===== config.mk =====
export PLATFORM = sky130hd
export DESIGN_NAME = lfsr_word_gen
export DESIGN_NICKNAME = d
export VERILOG_FILES = /design/src/rtl/lfsr_pkg.sv /design/src/rtl/lfsr_core.sv /design/src/rtl/lfsr_word_gen.sv
export SDC_FILE = /design/constraint.sdc
export NUM_CORES = 1
export LEC_CHECK = 0
export ABC_AREA = 1
export CELL_PAD_IN_SITES_DETAIL_PLACEMENT = 1
export CELL_PAD_IN_SITES_GLOBAL_PLACEMENT = 1
export CORE_AREA = 4 4 84 86
export DETAILED_ROUTE_END_ITERATION = 6
export DIE_AREA = 0 0 88 90
export PLACE_DENSITY_LB_ADDON = 0.1
export SYNTH_ARGS = -nofsm -noshare
export SYNTH_HDL_FRONTEND = slang
export SYNTH_SLANG_ARGS = --single-unit

===== constraint.sdc =====
create_clock -name clk -period 5.02 [get_ports clk]
set_input_delay 1.506 -clock clk [delete_from_list [all_inputs] [get_ports clk]]
set_output_delay 1.506 -clock clk [all_outputs]
set_load 0.005 [all_outputs]

===== src/rtl/lfsr_pkg.sv =====
// lfsr_pkg: shared definitions for the LFSR word generator.
//   - Default Fibonacci tap masks for common widths.
//   - Word packer state enum.
//   - Zero-seed substitution helper (the all-zero state is a lock-up state).
package lfsr_pkg;

  localparam logic [3:0]  TapsW4  = 4'hC;
  localparam logic [7:0]  TapsW8  = 8'hB8;
  localparam logic [12:0] TapsW13 = 13'h100D;
  localparam logic [15:0] TapsW16 = 16'hB400;
  localparam logic [31:0] TapsW32 = 32'h8020_0003;

  typedef enum logic {StFill, StFull} word_st_e;

  // Callers zero-extend the seed to 64 bits and size-cast the result back.
  function automatic logic [63:0] fix_seed(input logic [63:0] s);
    return (s == 64'd0) ? 64'd1 : s;
  endfunction

endpackage


===== src/rtl/lfsr_core.sv =====
// lfsr_core: W-bit LFSR state register and single-step logic.
// Form selected by macro LFSR_GALOIS_EN (defined: Galois, undefined: Fibonacci).
// Ports:
//   clk        clock
//   i_rst      synchronous active-high reset, loads SEED_RST
//   i_load     load i_load_val (lower priority than i_rst)
//   i_load_val new state (caller guarantees nonzero)
//   i_step     advance one step (lowest priority)
//   o_state    current state
//   o_next     state after one step
//   o_bit      bit packed into the output word for this step
module lfsr_core #(
  parameter int unsigned     W        = 13,
  parameter logic [W-1:0]    TAPS     = 13'h100D,
  parameter logic [W-1:0]    SEED_RST = 1
) (
  input  logic         clk,
  input  logic         i_rst,
  input  logic         i_load,
  input  logic [W-1:0] i_load_val,
  input  logic         i_step,
  output logic [W-1:0] o_state,
  output logic [W-1:0] o_next,
  output logic         o_bit
);

`ifdef LFSR_GALOIS_EN
  localparam logic [W-1:0] TapsGal = {TAPS[W-2:0], 1'b1};
`endif

  logic [W-1:0] r_state;

  always_comb begin
`ifdef LFSR_GALOIS_EN
    o_bit  = r_state[W-1];
    o_next = r_state[W-1] ? ({r_state[W-2:0], 1'b0} ^ TapsGal) : {r_state[W-2:0], 1'b0};
`else
    o_bit  = ^(r_state & TAPS);
    o_next = {r_state[W-2:0], o_bit};
`endif
  end

  always_ff @(posedge clk) begin
    if (i_rst) begin
      r_state <= SEED_RST;
    end else if (i_load) begin
      r_state <= i_load_val;
    end else if (i_step) begin
      r_state <= o_next;
    end
  end

  assign o_state = r_state;

endmodule


===== src/rtl/lfsr_word_gen.sv =====
// lfsr_word_gen: LFSR pseudo-random word generator with valid/ready output.
// Successive step bits are packed MSB-first into OW-bit words; the LFSR stalls
// while a full word is held under backpressure. lfsr_done pulses when the state
// returns to the value it was started from (reset or seed_load).
// Macro LFSR_GALOIS_EN selects the Galois step form (see lfsr_core).
// Ports:
//   clk, rst    clock, synchronous active-high reset
//   seed_load   load seed (zero replaced by 1), aborts any word in progress
//   seed        new start state
//   ce          step enable
//   word_valid  word holds a complete word
//   word_ready  consumer accepts word
//   word        packed bits, first bit in the MSB
//   lfsr        current LFSR state
//   lfsr_done   one-cycle pulse when lfsr equals the start value again
module lfsr_word_gen
  import lfsr_pkg::*;
#(
  parameter int unsigned  W            = 13,
  parameter logic [W-1:0] TAPS         = 13'h100D,
  parameter int unsigned  OW           = 8,
  parameter logic [W-1:0] SEED_DEFAULT = 1
) (
  input  logic          clk,
  input  logic          rst,
  input  logic          seed_load,
  input  logic [W-1:0]  seed,
  input  logic          ce,
  output logic          word_valid,
  input  logic          word_ready,
  output logic [OW-1:0] word,
  output logic [W-1:0]  lfsr,
  output logic          lfsr_done
);

  localparam int unsigned   CW      = $clog2(OW) + 1;
  localparam logic [W-1:0]  SeedRst = W'(fix_seed(64'(SEED_DEFAULT)));

  word_st_e      r_st, w_st_d;
  logic [CW-1:0] r_cnt, w_cnt_d;
  logic [OW-1:0] r_wsr;
  logic [W-1:0]  r_start;
  logic [W-1:0]  r_step_cnt;
  logic          r_done;

  logic          w_step;
  logic          w_bit;
  logic          w_hit;
  logic [W-1:0]  w_next;
  logic [W-1:0]  w_seed_fix;
  logic [W-1:0]  w_cnt_inc;

  assign w_seed_fix = W'(fix_seed(64'(seed)));

  // A held full word freezes the LFSR; the transfer cycle may step.
  assign w_step    = ce & ((r_st == StFill) | word_ready);
  assign w_cnt_inc = r_step_cnt + W'(1);
  // Steps since load or last pulse; a wrapped counter never reports a match.
  assign w_hit     = w_step && (w_next == r_start) && (w_cnt_inc != '0);

  lfsr_core #(
    .W        (W),
    .TAPS     (TAPS),
    .SEED_RST (SeedRst)
  ) u_core (
    .clk        (clk),
    .i_rst      (rst),
    .i_load     (seed_load),
    .i_load_val (w_seed_fix),
    .i_step     (w_step),
    .o_state    (lfsr),
    .o_next     (w_next),
    .o_bit      (w_bit)
  );

  always_comb begin
    w_st_d  = r_st;
    w_cnt_d = r_cnt;
    unique case (r_st)
      StFill: begin
        if (w_step) begin
          if (r_cnt == CW'(OW - 1)) begin
            w_st_d  = StFull;
            w_cnt_d = '0;
          end else begin
            w_cnt_d = r_cnt + CW'(1);
          end
        end
      end
      StFull: begin
        if (word_ready) begin
          w_st_d  = StFill;
          // A step in the transfer cycle is the first bit of the next word.
          w_cnt_d = ce ? CW'(1) : '0;
        end
      end
      default: ;
    endcase
  end

  always_ff @(posedge clk) begin
    if (rst) begin
      r_st       <= StFill;
      r_cnt      <= '0;
      r_wsr      <= '0;
      r_start    <= SeedRst;
      r_step_cnt <= '0;
      r_done     <= 1'b0;
    end else if (seed_load) begin
      r_st       <= StFill;
      r_cnt      <= '0;
      r_wsr      <= '0;
      r_start    <= w_seed_fix;
      r_step_cnt <= '0;
      r_done     <= 1'b0;
    end else begin
      r_st   <= w_st_d;
      r_cnt  <= w_cnt_d;
      r_done <= w_hit;
      if (w_step) begin
        r_wsr      <= {r_wsr[OW-2:0], w_bit};
        r_step_cnt <= w_hit ? '0 : w_cnt_inc;
      end
    end
  end

  assign word_valid = (r_st == StFull);
  assign word       = r_wsr;
  assign lfsr_done  = r_done;

endmodule


==> reports/metrics.csv, run 1 <==
stage,metric,value,unit
status,status,finished clean,
detailed_routing,met2WireLength,3480,um
timing,slew_viol_final,0,
cells_and_area,drive_gt1_share,5.82,%
cells_and_area,final_nets,414,
floorplanning,die_w,88,um
clocking,clockBufferDepth,2,
detailed_routing,avgViaCountPerCell,5.27,
clocking,clock-sinks,53,
floorplanning,initial_utilization,40.6,%
grt,grt-ovfl-total,0,
synthesis,synth_area_leaders,"dfxtp_1 42%, nand2_1 14%, a21oi_1 7.1%, o21ai_0 6.1%, inv_1 4.4%",
clocking,cts_root_buf,clkbuf_8,
clocking,insertion_delay,0.31,ns
cells_and_area,n_antenna_cell,0,
synthesis,synth-seq-cells,53,
cells_and_area,final_cells,472,
worst_setup_path,crit_fanout,17,
floorplanning,dieArea,0.00792,sq mm
worst_setup_path,arrival,3.50,ns
detailed_routing,drc_errors,0,
placed_design,dp_cells,464,
timing,finClkSkew,0.00952,ns
placed_design,hpwlAfterDp,5240,um
grt,grt_use_total,19.3,%
floorplanning,placementRows,29,
synthesis,avgSynthCellArea,7.10,sq um
detailed_routing,wl,7120,um
detailed_routing,ant_nets,0,
clocking,cts-buffers-inserted,5,
worst_setup_path,cp-end-kind,register,
detailed_routing,vias,2486,
timing,finalSetupViolCount,0,
synthesis,syn-cell-area,0.00255,sq mm
timing,fin_ws,1.72,ns
placed_design,post-place-ws,1.39,ns
worst_setup_path,cp-start-kind,primary input,
power,power_leakage,1.16,nW
synthesis,synthesis.nets,379,
timing,post-route-period-util,65.7,%
cells_and_area,mostFrequentLayoutCells,"94 x nand2_1, 53 x dfxtp_1, 40 x clkdlybuf4s50_1, 36 x a21oi_1, 31 x o21ai_0",
detailed_routing,wl_per_cell,15.1,um
timing,max_freq,0.303,GHz
clocking,clkTransAtPathRegs,0.10,ns
floorplanning,fp.dieH,90,um
power,vdd.ir_drop.worst,0.142,mV
clocking,cts.repair.resized,0,
grt,grt_first_pass_wirelength,12400,um
timing,setup_tns,0,ns
grt,grt_pass1_vias,2551,
clocking,cts_tree,built,
placed_design,port_buffers,40,
detailed_routing,dr.pass1.iters,5,
cells_and_area,synthToLayoutAreaGrowth,21.0,%
synthesis,synth-edff-count,0,
power,fin_total_pwr,0.815,mW
clocking,cts_setup_buffers,0,
power,powerDensity,264,mW/mm^2
worst_hold_path,hp-class,register to register,
synthesis,async_flop_share,0,%
job,drv_cap,0,
worst_setup_path,crit_type,primary input to register,
floorplanning,ioPinCount,41,
worst_setup_path,required,5.22,ns
cells_and_area,final_common_cell,nand2_1,
synthesis,synth_ff_type,dfxtp_1,
detailed_routing,drt-met1-wl,3260,um
placed_design,gp_congestion,0.789,
timing,rsz0062_at_grt,no,
synthesis,ys_warn_count,0,
timing,worst_pin_slew,0.729,ns
detailed_routing,wl_met3,276,um
synthesis,synthCells,359,
timing,post-route-min-period,3.30,ns
clocking,htree_levels,2,
detailed_routing,drt-initial-drc-count,77,
synthesis,synth.largest_area_cell,dfxtp_1,
cells_and_area,final_util,49.2,%
timing,hold_viol,0,
grt,antenna_found_initial,0,
synthesis,synth_top_area_share,41.6,%
synthesis,ys_seq_area_share,41.6,%
detailed_routing,highest_layer,met4,
synthesis,ys_types,33,
grt,grt_max_degree,41,
clocking,cts-hold-fix-buffers,0,
floorplanning,core,0.00628,sq mm
timing,max-slew-margin-rel,51.4,%
[stage by stage]
| step | instance area (sq um) | hold slack [ns] |
|---|---|---|
| floorplan | 2550 | 0.453 |
| global placement | 3000 | 0.463 |
| detailed placement | 3000 | 0.470 |
| CTS | 3090 | 0.483 |
| global route | 3090 | 0.502 |
| finish | 3090 | 0.480 |
[path summary, 6_finish.rpt]
kind / start / slack, ns / endpoint / depth (start not counted)
worst max-delay path: word_ready / 1.72 / u_core.o_state[1] / 9
worst min-delay path: r_start[6] / 0.48 / r_start[6] / 2
worst max register to register: word_valid / 2.93 / u_core.o_state[1] / 7
worst min register to register: r_start[6] / 0.48 / r_start[6] / 2
[cells by family after synthesis]
logic type / Yosys count / synth area share, %
XOR/XNOR: 13 / 4.47
AO/OA/AOI/OAI: 83 / 17.8
flip-flops: 53 / 41.6
adder cells (fa/ha/maj): 2 / 0.981
AND/OR/NAND/NOR: 163 / 28.2
buffers and inverters: 45 / 7.02
[synthesized netlist by cell type (3+ instances only)]
| cell | number |
|---|---|
| xnor2_1 | 7 |
| o21ai_0 | 31 |
| nor2_2 | 3 |
| clkbuf_1 | 10 |
| nand2_1 | 94 |
| a21oi_1 | 36 |
| inv_1 | 30 |
| nand3_1 | 18 |
| xor2_1 | 6 |
| nor2_1 | 30 |
| o22ai_1 | 6 |
| nor4_1 | 3 |
| nand4_1 | 4 |
| dfxtp_1 | 53 |
[critical path: stages]
cell and delay [ns]:
clkdlybuf4s50_1 0.40, inv_1 0.06, nand2_1 0.08, nand2_1 0.10
clkinv_1 0.41, nor2_1 0.44, inv_1 0.24, o21ai_0 0.21
a21oi_1 0.05
[report_power, final]
part	switching (mW)	internal (mW)
sequential	0.0175	0.438
clock	0.145	0.0998
combinational	0.0613	0.0539
total	0.224	0.591
[state kept, by name, summed over array words and instances (netlist names)]
signal          cells
r_start            13
r_step_cnt         13
word_valid          1
lfsr_done           1
u_core.o_state     13
word                8
r_cnt               4
[layout make-up]
| type | instances | area, sq um |
|---|---|---|
| clock buffer | 6 | 72.6 |
| clock inverter | 2 | 13.8 |
| fill | 824 | 3190 |
| inverter | 31 | 116 |
| multi-input combinational | 261 | 1310 |
| sequential | 53 | 1060 |
| tap | 77 | 96.3 |
| timing repair buffer | 42 | 415 |
[routing by layer]
layer	vias to the layer above	GRT usage [%]
met3	7	3.38
met5	-	0
met1	1174	25.6
li1	1249	-
met4	0	6.01
met2	56	31.4
Power figures use the tool's default switching activity.
==> inputs of run 2 (changes only) <==
--- a/config.mk
+++ b/config.mk
@@ -8,9 +8,9 @@
 export ABC_AREA = 1
 export CELL_PAD_IN_SITES_DETAIL_PLACEMENT = 1
 export CELL_PAD_IN_SITES_GLOBAL_PLACEMENT = 1
-export CORE_AREA = 4 4 84 86
+export CORE_AREA = 4 4 92 94
 export DETAILED_ROUTE_END_ITERATION = 6
-export DIE_AREA = 0 0 88 90
+export DIE_AREA = 0 0 96 98
 export PLACE_DENSITY_LB_ADDON = 0.1
 export SYNTH_ARGS = -nofsm -noshare
 export SYNTH_HDL_FRONTEND = slang
==> constraint.sdc (replaced) <==
create_clock -name clk -period 3 [get_ports clk]
set_input_delay 0.9 -clock clk [delete_from_list [all_inputs] [get_ports clk]]
set_output_delay 0.9 -clock clk [all_outputs]
set_load 0.005 [all_outputs]
==> reports/metrics.csv, run 2 (synthesized netlist as in run 1, its figures left out) <==
stage,metric,value,unit,change
status,status,finished clean,,
power,internal_power,1.08,mW,+83%
worst_setup_path,crit_type,primary input to register,,
cells_and_area,final_common_cell,nand2_1,,
clocking,clockBufferDepth,2,,unchanged
timing,finalSetupViolCount,0,,unchanged
detailed_routing,drt-initial-drc-count,76,,-1.3%
worst_setup_path,critPathTopFamily,simple AND/OR/NAND/NOR gates,,
grt,grt_use_total,16.4,%,-2.9 points
clocking,htree_levels,2,,unchanged
detailed_routing,drc_errors,0,,unchanged
worst_setup_path,required,3.21,ns,-2.01 ns
timing,setup_tns,0,ns,unchanged
timing,worst_pin_slew,0.589,ns,-0.140 ns
placed_design,dp_cells,497,,+7.1%
cells_and_area,final_nets,422,,+1.9%
worst_setup_path,arrival,2.53,ns,-0.97 ns
power,fin_total_pwr,1.46,mW,+79%
worst_setup_path,cp-end-kind,register,,
timing,slew_viol_final,0,,unchanged
placed_design,gp_congestion,0.829,,+5.0%
clocking,insertion_delay,0.31,ns,about the same
timing,max_freq,0.430,GHz,
cells_and_area,synthToLayoutAreaGrowth,25.6,%,
power,swShare,26.1,%,-1.4 points
clocking,cts_root_buf,clkbuf_8,,
floorplanning,ioPinCount,41,,unchanged
worst_setup_path,critPathMaxStageDelay,0.46,ns,+0.02 ns
cells_and_area,mostFrequentLayoutCells,"94 x nand2_1, 53 x dfxtp_1, 40 x clkdlybuf4s50_1, 36 x a21oi_1, 31 x o21ai_0",,
detailed_routing,wl,7400,um,+4.0%
timing,max-slew-margin-rel,60.3,%,+8.9 points
placed_design,hpwlAfterDp,5590,um,+6.6%
floorplanning,placementRows,32,,+10%
timing,post-route-min-period,2.32,ns,
grt,grt_max_degree,39,,-4.9%
detailed_routing,wl_per_cell,14.7,um,-2.8%
worst_hold_path,worstHoldStart,word[4],,
worst_hold_path,hold_path_depth,2,,unchanged
timing,rsz0062_at_grt,no,,
timing,hold_slack,0.472,ns,-0.00829 ns
timing,hold_viol,0,,unchanged
detailed_routing,vias,2471,,-0.60%
worst_setup_path,r2r-start,r_step_cnt[0],,
floorplanning,die_w,96,um,+9.1%
cells_and_area,n_antenna_cell,0,,unchanged
cells_and_area,final_cells,505,,+7.0%
timing,finClkSkew,0.0154,ns,+0.00589 ns
floorplanning,fp.dieH,98,um,+8.9%
grt,grt_pass1_vias,2526,,-0.98%
floorplanning,core,0.00765,sq mm,+22%
worst_setup_path,cpMaxStageDelayCell,clkdlybuf4s50_1,,
worst_setup_path,cp_common_cell,nand2_1,,
floorplanning,initial_utilization,33.3,%,-7.3 points
worst_setup_path,cp-start-kind,primary input,,
clocking,cts_setup_buffers,0,,unchanged
grt,grt_first_pass_wirelength,12300,um,-0.56%
worst_setup_path,crit_chain,"clkdlybuf4s50_1, inv_1, nand2_1, nand2_1, clkinv_1, nand2_1, nor3_1, nand2_1, nor2_1, nand2_2, nand2_4, nor2_1",,
timing,post-route-period-util,77.5,%,
power,p_switching,0.381,mW,+70%
cells_and_area,fill_cells,959,,+16%
cells_and_area,final_util,41.9,%,-7.3 points
placed_design,port_buffers,40,,unchanged
worst_hold_path,holdPathEnd,word[4],,
clocking,cts_tree,built,,
clocking,clkTransAtPathRegs,0.10,ns,about the same
detailed_routing,avgViaCountPerCell,4.89,,-7.1%
worst_setup_path,r2r-end,r_step_cnt[0],,
power,pwr-share-seq,52.2,%,-3.6 points
grt,antenna_found_initial,0,,unchanged
grt,grt-ovfl-total,0,,unchanged
clocking,cts.repair.resized,0,,unchanged
cells_and_area,drive_gt1_share,7.94,%,+2.1 points
power,powerDensity,456,mW/mm^2,+72%
clocking,cts-hold-fix-buffers,0,,unchanged
power,pwr-share-clk,33.9,%,+3.8 points
worst_hold_path,hp-class,register to register,,
clocking,cts-buffers-inserted,5,,unchanged
cells_and_area,seqCellArea,0.00106,sq mm,unchanged
detailed_routing,ant_nets,0,,unchanged
clocking,clock-sinks,53,,unchanged
detailed_routing,dr.pass1.iters,4,,-1
worst_setup_path,reg2reg_slack,1.08,ns,-1.85 ns
worst_setup_path,crit_fanout,8,,-9
cells_and_area,multiInputGateArea,0.00131,sq mm,unchanged
worst_setup_path,worst-path-buf-inv,3,,-1
floorplanning,dieArea,0.00941,sq mm,+19%
worst_setup_path,worstRegToRegCells,12,,+5
power,vdd.ir_drop.worst,0.172,mV,+21%
power,power_frac_comb,13.9,%,-0.2 points
power,power_leakage,1.21,nW,+4.4%
job,drv_cap,0,,unchanged
run 2: cell types whose count changed in the layout (fill, tap and decap cells not counted):
| cell | delta |
|---|---|
| buf_4 | +8 |
| bufinv_16 | +1 |
| clkbuf_1 | -1 |
run 2: layout make-up:
type / instances / area share, %
inverters: 31 / 3.63
clock inverters: 3 / 1.37
clock buffers: 5 / 2.15
well taps: 102 / 3.98
multi-input cells: 261 / 40.9
repair buffers: 50 / 14.8
flip-flops and latches: 53 / 33.1
run 2: metrics by stage:
stage	area, sq um	setup WS, ns
3_3_place_gp	3090	0.397
3_5_place_dp	3090	0.317
6_report	3200	0.676
2_1_floorplan	2550	0.989
4_1_cts	3200	0.646
5_1_grt	3200	0.484
run 2: layer usage:
metal	wire [um]	track usage, %	vias to the layer above
met5	0	0	-
met4	110	4.49	0
met3	218	2.70	9
met2	3560	28.1	40
met1	3520	20.8	1156
li1	-	-	1266
run 2: how the worst max path moves through the flow:
| stage | endpoint | slack (ns) | from | depth (start not counted) |
|---|---|---|---|---|
| floorplan | r_step_cnt[3] | 0.99 | word_ready | 11 |
| global placement | r_step_cnt[3] | 0.40 | word_ready | 12 |
| detailed placement | r_step_cnt[3] | 0.32 | word_ready | 12 |
| CTS | r_step_cnt[3] | 0.65 | word_ready | 12 |
| global route | r_step_cnt[5] | 0.48 | word_ready | 12 |
| finish | r_step_cnt[3] | 0.68 | word_ready | 12 |
run 2: tightest hold or removal path, delay by kind of cell (launching register included):
kind / cells / cell delay, ns
buf+inv: 1 / 0.06
compound gates: 1 / 0.05
flops: 1 / 0.32
run 2: power by group through the flow:
stage | Sequential (mW) | Combinational [mW] | Clock (mW)
CTS | 0.762 | 0.206 | 0.516
global placement | 0.777 | 0.203 | 0
finish | 0.762 | 0.203 | 0.496
global route | 0.766 | 0.228 | 0.541
detailed placement | 0.777 | 0.204 | 0
floorplan | 0.770 | 0.108 | 0
==> inputs of run 3 (changes only) <==
--- a/config.mk
+++ b/config.mk
@@ -8,9 +8,9 @@
 export ABC_AREA = 1
 export CELL_PAD_IN_SITES_DETAIL_PLACEMENT = 1
 export CELL_PAD_IN_SITES_GLOBAL_PLACEMENT = 1
-export CORE_AREA = 4 4 92 94
+export CORE_AREA = 4 4 87 89
 export DETAILED_ROUTE_END_ITERATION = 6
-export DIE_AREA = 0 0 96 98
+export DIE_AREA = 0 0 91 93
 export PLACE_DENSITY_LB_ADDON = 0.1
 export SYNTH_ARGS = -nofsm -noshare
 export SYNTH_HDL_FRONTEND = slang
==> constraint.sdc (replaced) <==
create_clock -name clk -period 2.3 [get_ports clk]
set_input_delay 0.69 -clock clk [delete_from_list [all_inputs] [get_ports clk]]
set_output_delay 0.69 -clock clk [all_outputs]
set_load 0.005 [all_outputs]
==> reports/metrics.csv, run 3 (synthesized netlist as in run 1, its figures left out) <==
stage,metric,value,unit,change
detailed_routing,ant_nets,0,,unchanged
clocking,clockBufferDepth,2,,unchanged
clocking,insertion_delay,0.31,ns,about the same
clocking,cts_setup_buffers,0,,unchanged
worst_setup_path,crit_type,primary input to register,,
power,internal_power,1.33,mW,+23%
detailed_routing,drc_errors,0,,unchanged
clocking,cts_root_buf,clkbuf_8,,
grt,grt-ovfl-total,0,,unchanged
power,vdd.ir_drop.worst,0.200,mV,+17%
cells_and_area,synthToLayoutAreaGrowth,25.9,%,
placed_design,port_buffers,40,,unchanged
clocking,cts_tree,built,,
power,pwr-share-seq,54.3,%,+2.1 points
grt,grt_use_total,17.3,%,+0.96 points
power,powerDensity,568,mW/mm^2,+25%
detailed_routing,dr.pass1.iters,4,,unchanged
power,p_switching,0.491,mW,+29%
detailed_routing,drt-initial-drc-count,69,,-9.2%
power,pwr-share-clk,30.7,%,-3.2 points
worst_setup_path,cp-start-kind,primary input,,
timing,hold_viol,0,,unchanged
cells_and_area,n_antenna_cell,0,,unchanged
worst_hold_path,hp-class,register to register,,
timing,finalSetupViolCount,0,,unchanged
grt,antenna_found_initial,0,,unchanged
cells_and_area,final_util,47.5,%,+5.6 points
detailed_routing,wl_per_cell,14.4,um,-1.7%
worst_setup_path,required,2.50,ns,-0.71 ns
clocking,clkTransAtPathRegs,0.09,ns,about the same
power,swShare,26.9,%,+0.84 points
worst_setup_path,cp-end-kind,register,,
cells_and_area,mostFrequentLayoutCells,"94 x nand2_1, 53 x dfxtp_1, 40 x clkdlybuf4s50_1, 36 x a21oi_1, 31 x o21ai_0",,
timing,post-route-period-util,87.4,%,
floorplanning,die_w,91,um,-5.2%
detailed_routing,vias,2488,,+0.69%
floorplanning,core,0.00676,sq mm,-12%
power,power_frac_comb,15.0,%,+1.1 points
cells_and_area,drive_gt1_share,9.07,%,+1.1 points
worst_setup_path,arrival,2.21,ns,-0.32 ns
floorplanning,ioPinCount,41,,unchanged
floorplanning,placementRows,30,,-6.3%
cells_and_area,final_cells,488,,-3.4%
worst_setup_path,crit_fanout,8,,unchanged
status,status,finished clean,,
placed_design,dp_cells,480,,-3.4%
clocking,cts.repair.resized,0,,unchanged
timing,rsz0062_at_grt,no,,
floorplanning,fp.dieH,93,um,-5.1%
floorplanning,initial_utilization,37.7,%,+4.4 points
timing,finClkSkew,0.0118,ns,-0.00360 ns
timing,max_freq,0.498,GHz,
clocking,clock-sinks,53,,unchanged
timing,worst_pin_slew,0.565,ns,-0.0247 ns
cells_and_area,final_common_cell,nand2_1,,
clocking,cts-buffers-inserted,5,,unchanged
timing,max-slew-margin-rel,62.0,%,+1.7 points
detailed_routing,avgViaCountPerCell,5.10,,+4.2%
power,power_leakage,1.23,nW,+1.8%
clocking,cts-hold-fix-buffers,0,,unchanged
clocking,htree_levels,2,,unchanged
grt,grt_max_degree,29,,-26%
placed_design,hpwlAfterDp,5470,um,-2.1%
placed_design,gp_congestion,0.789,,-4.9%
detailed_routing,wl,7030,um,-5.0%
cells_and_area,final_nets,427,,+1.2%
job,drv_cap,0,,unchanged
grt,grt_first_pass_wirelength,12000,um,-2.7%
timing,slew_viol_final,0,,unchanged
grt,grt_pass1_vias,2475,,-2.0%
cells_and_area,fill_cells,876,,-8.7%
timing,post-route-min-period,2.01,ns,
floorplanning,dieArea,0.00846,sq mm,-10%
## run 3: cell count changes in the layout (fill, tap and decap cells not counted), sizes merged
cell    previous run  this run
clkinv             2         3
inv               31        30
bufinv             1         0
buf               10        15
clkbuf             5         6
## run 3: worst paths after layout
check,from,end,slack (ns),depth (start not counted)
setup / recovery,word_ready,r_step_cnt[3],0.29,12
hold / removal,word[6],word[6],0.47,2
hold reg to reg,word[6],word[6],0.47,2
setup reg to reg,r_step_cnt[1],r_step_cnt[0],0.46,11
## run 3: area by class of cell
class | instances | area, sq um | share of cell area, %
clock inverters | 2 | 13.8 | 0.429
flip-flops and latches | 53 | 1060 | 33.1
inverters | 31 | 116 | 3.63
repair buffers | 55 | 526 | 16.4
multi-input cells | 261 | 1310 | 40.8
clock buffers | 6 | 82.6 | 2.57
well taps | 80 | 100 | 3.12
## run 3: per-stage QoR
step | setup TNS, ns | hold WS [ns] | power, mW | cell area (sq um) | worst slack (ns)
floorplan | 0 | 0.453 | 1.15 | 2550 | 0.499
global placement | 0 | 0.457 | 1.28 | 3110 | 0.00669
detailed placement | -0.491 | 0.465 | 1.29 | 3110 | -0.0650
CTS | 0 | 0.476 | 1.84 | 3210 | 0.258
global route | 0 | 0.509 | 1.92 | 3210 | 0.133
finish | 0 | 0.474 | 1.82 | 3210 | 0.290
## run 3: power groups by stage
stage	Combinational (mW)	Clock [mW]	Sequential (mW)
after floorplan	0.141	0	1.00
after CTS	0.277	0.570	0.991
after global placement	0.270	0	1.01
after global routing	0.304	0.618	0.997
after detailed placement	0.276	0	1.01
final	0.273	0.559	0.991
## run 3: critical path, cell delays in order
cell and delay (ns):
clkdlybuf4s50_1 0.45, inv_1 0.04, nand2_1 0.06, nand2_1 0.09, clkinv_1 0.08, nand2_1 0.06
nor3_1 0.19, nand2_1 0.08, nor2_1 0.12, nand2_2 0.15, nand2_4 0.14, nor2_1 0.04
## run 3: layer usage
metal	share of wire, %	GRT usage (%)
met5	0	0
met4	0.97	4.77
met3	2.9	2.74
met2	50	30.2
met1	46	22.2
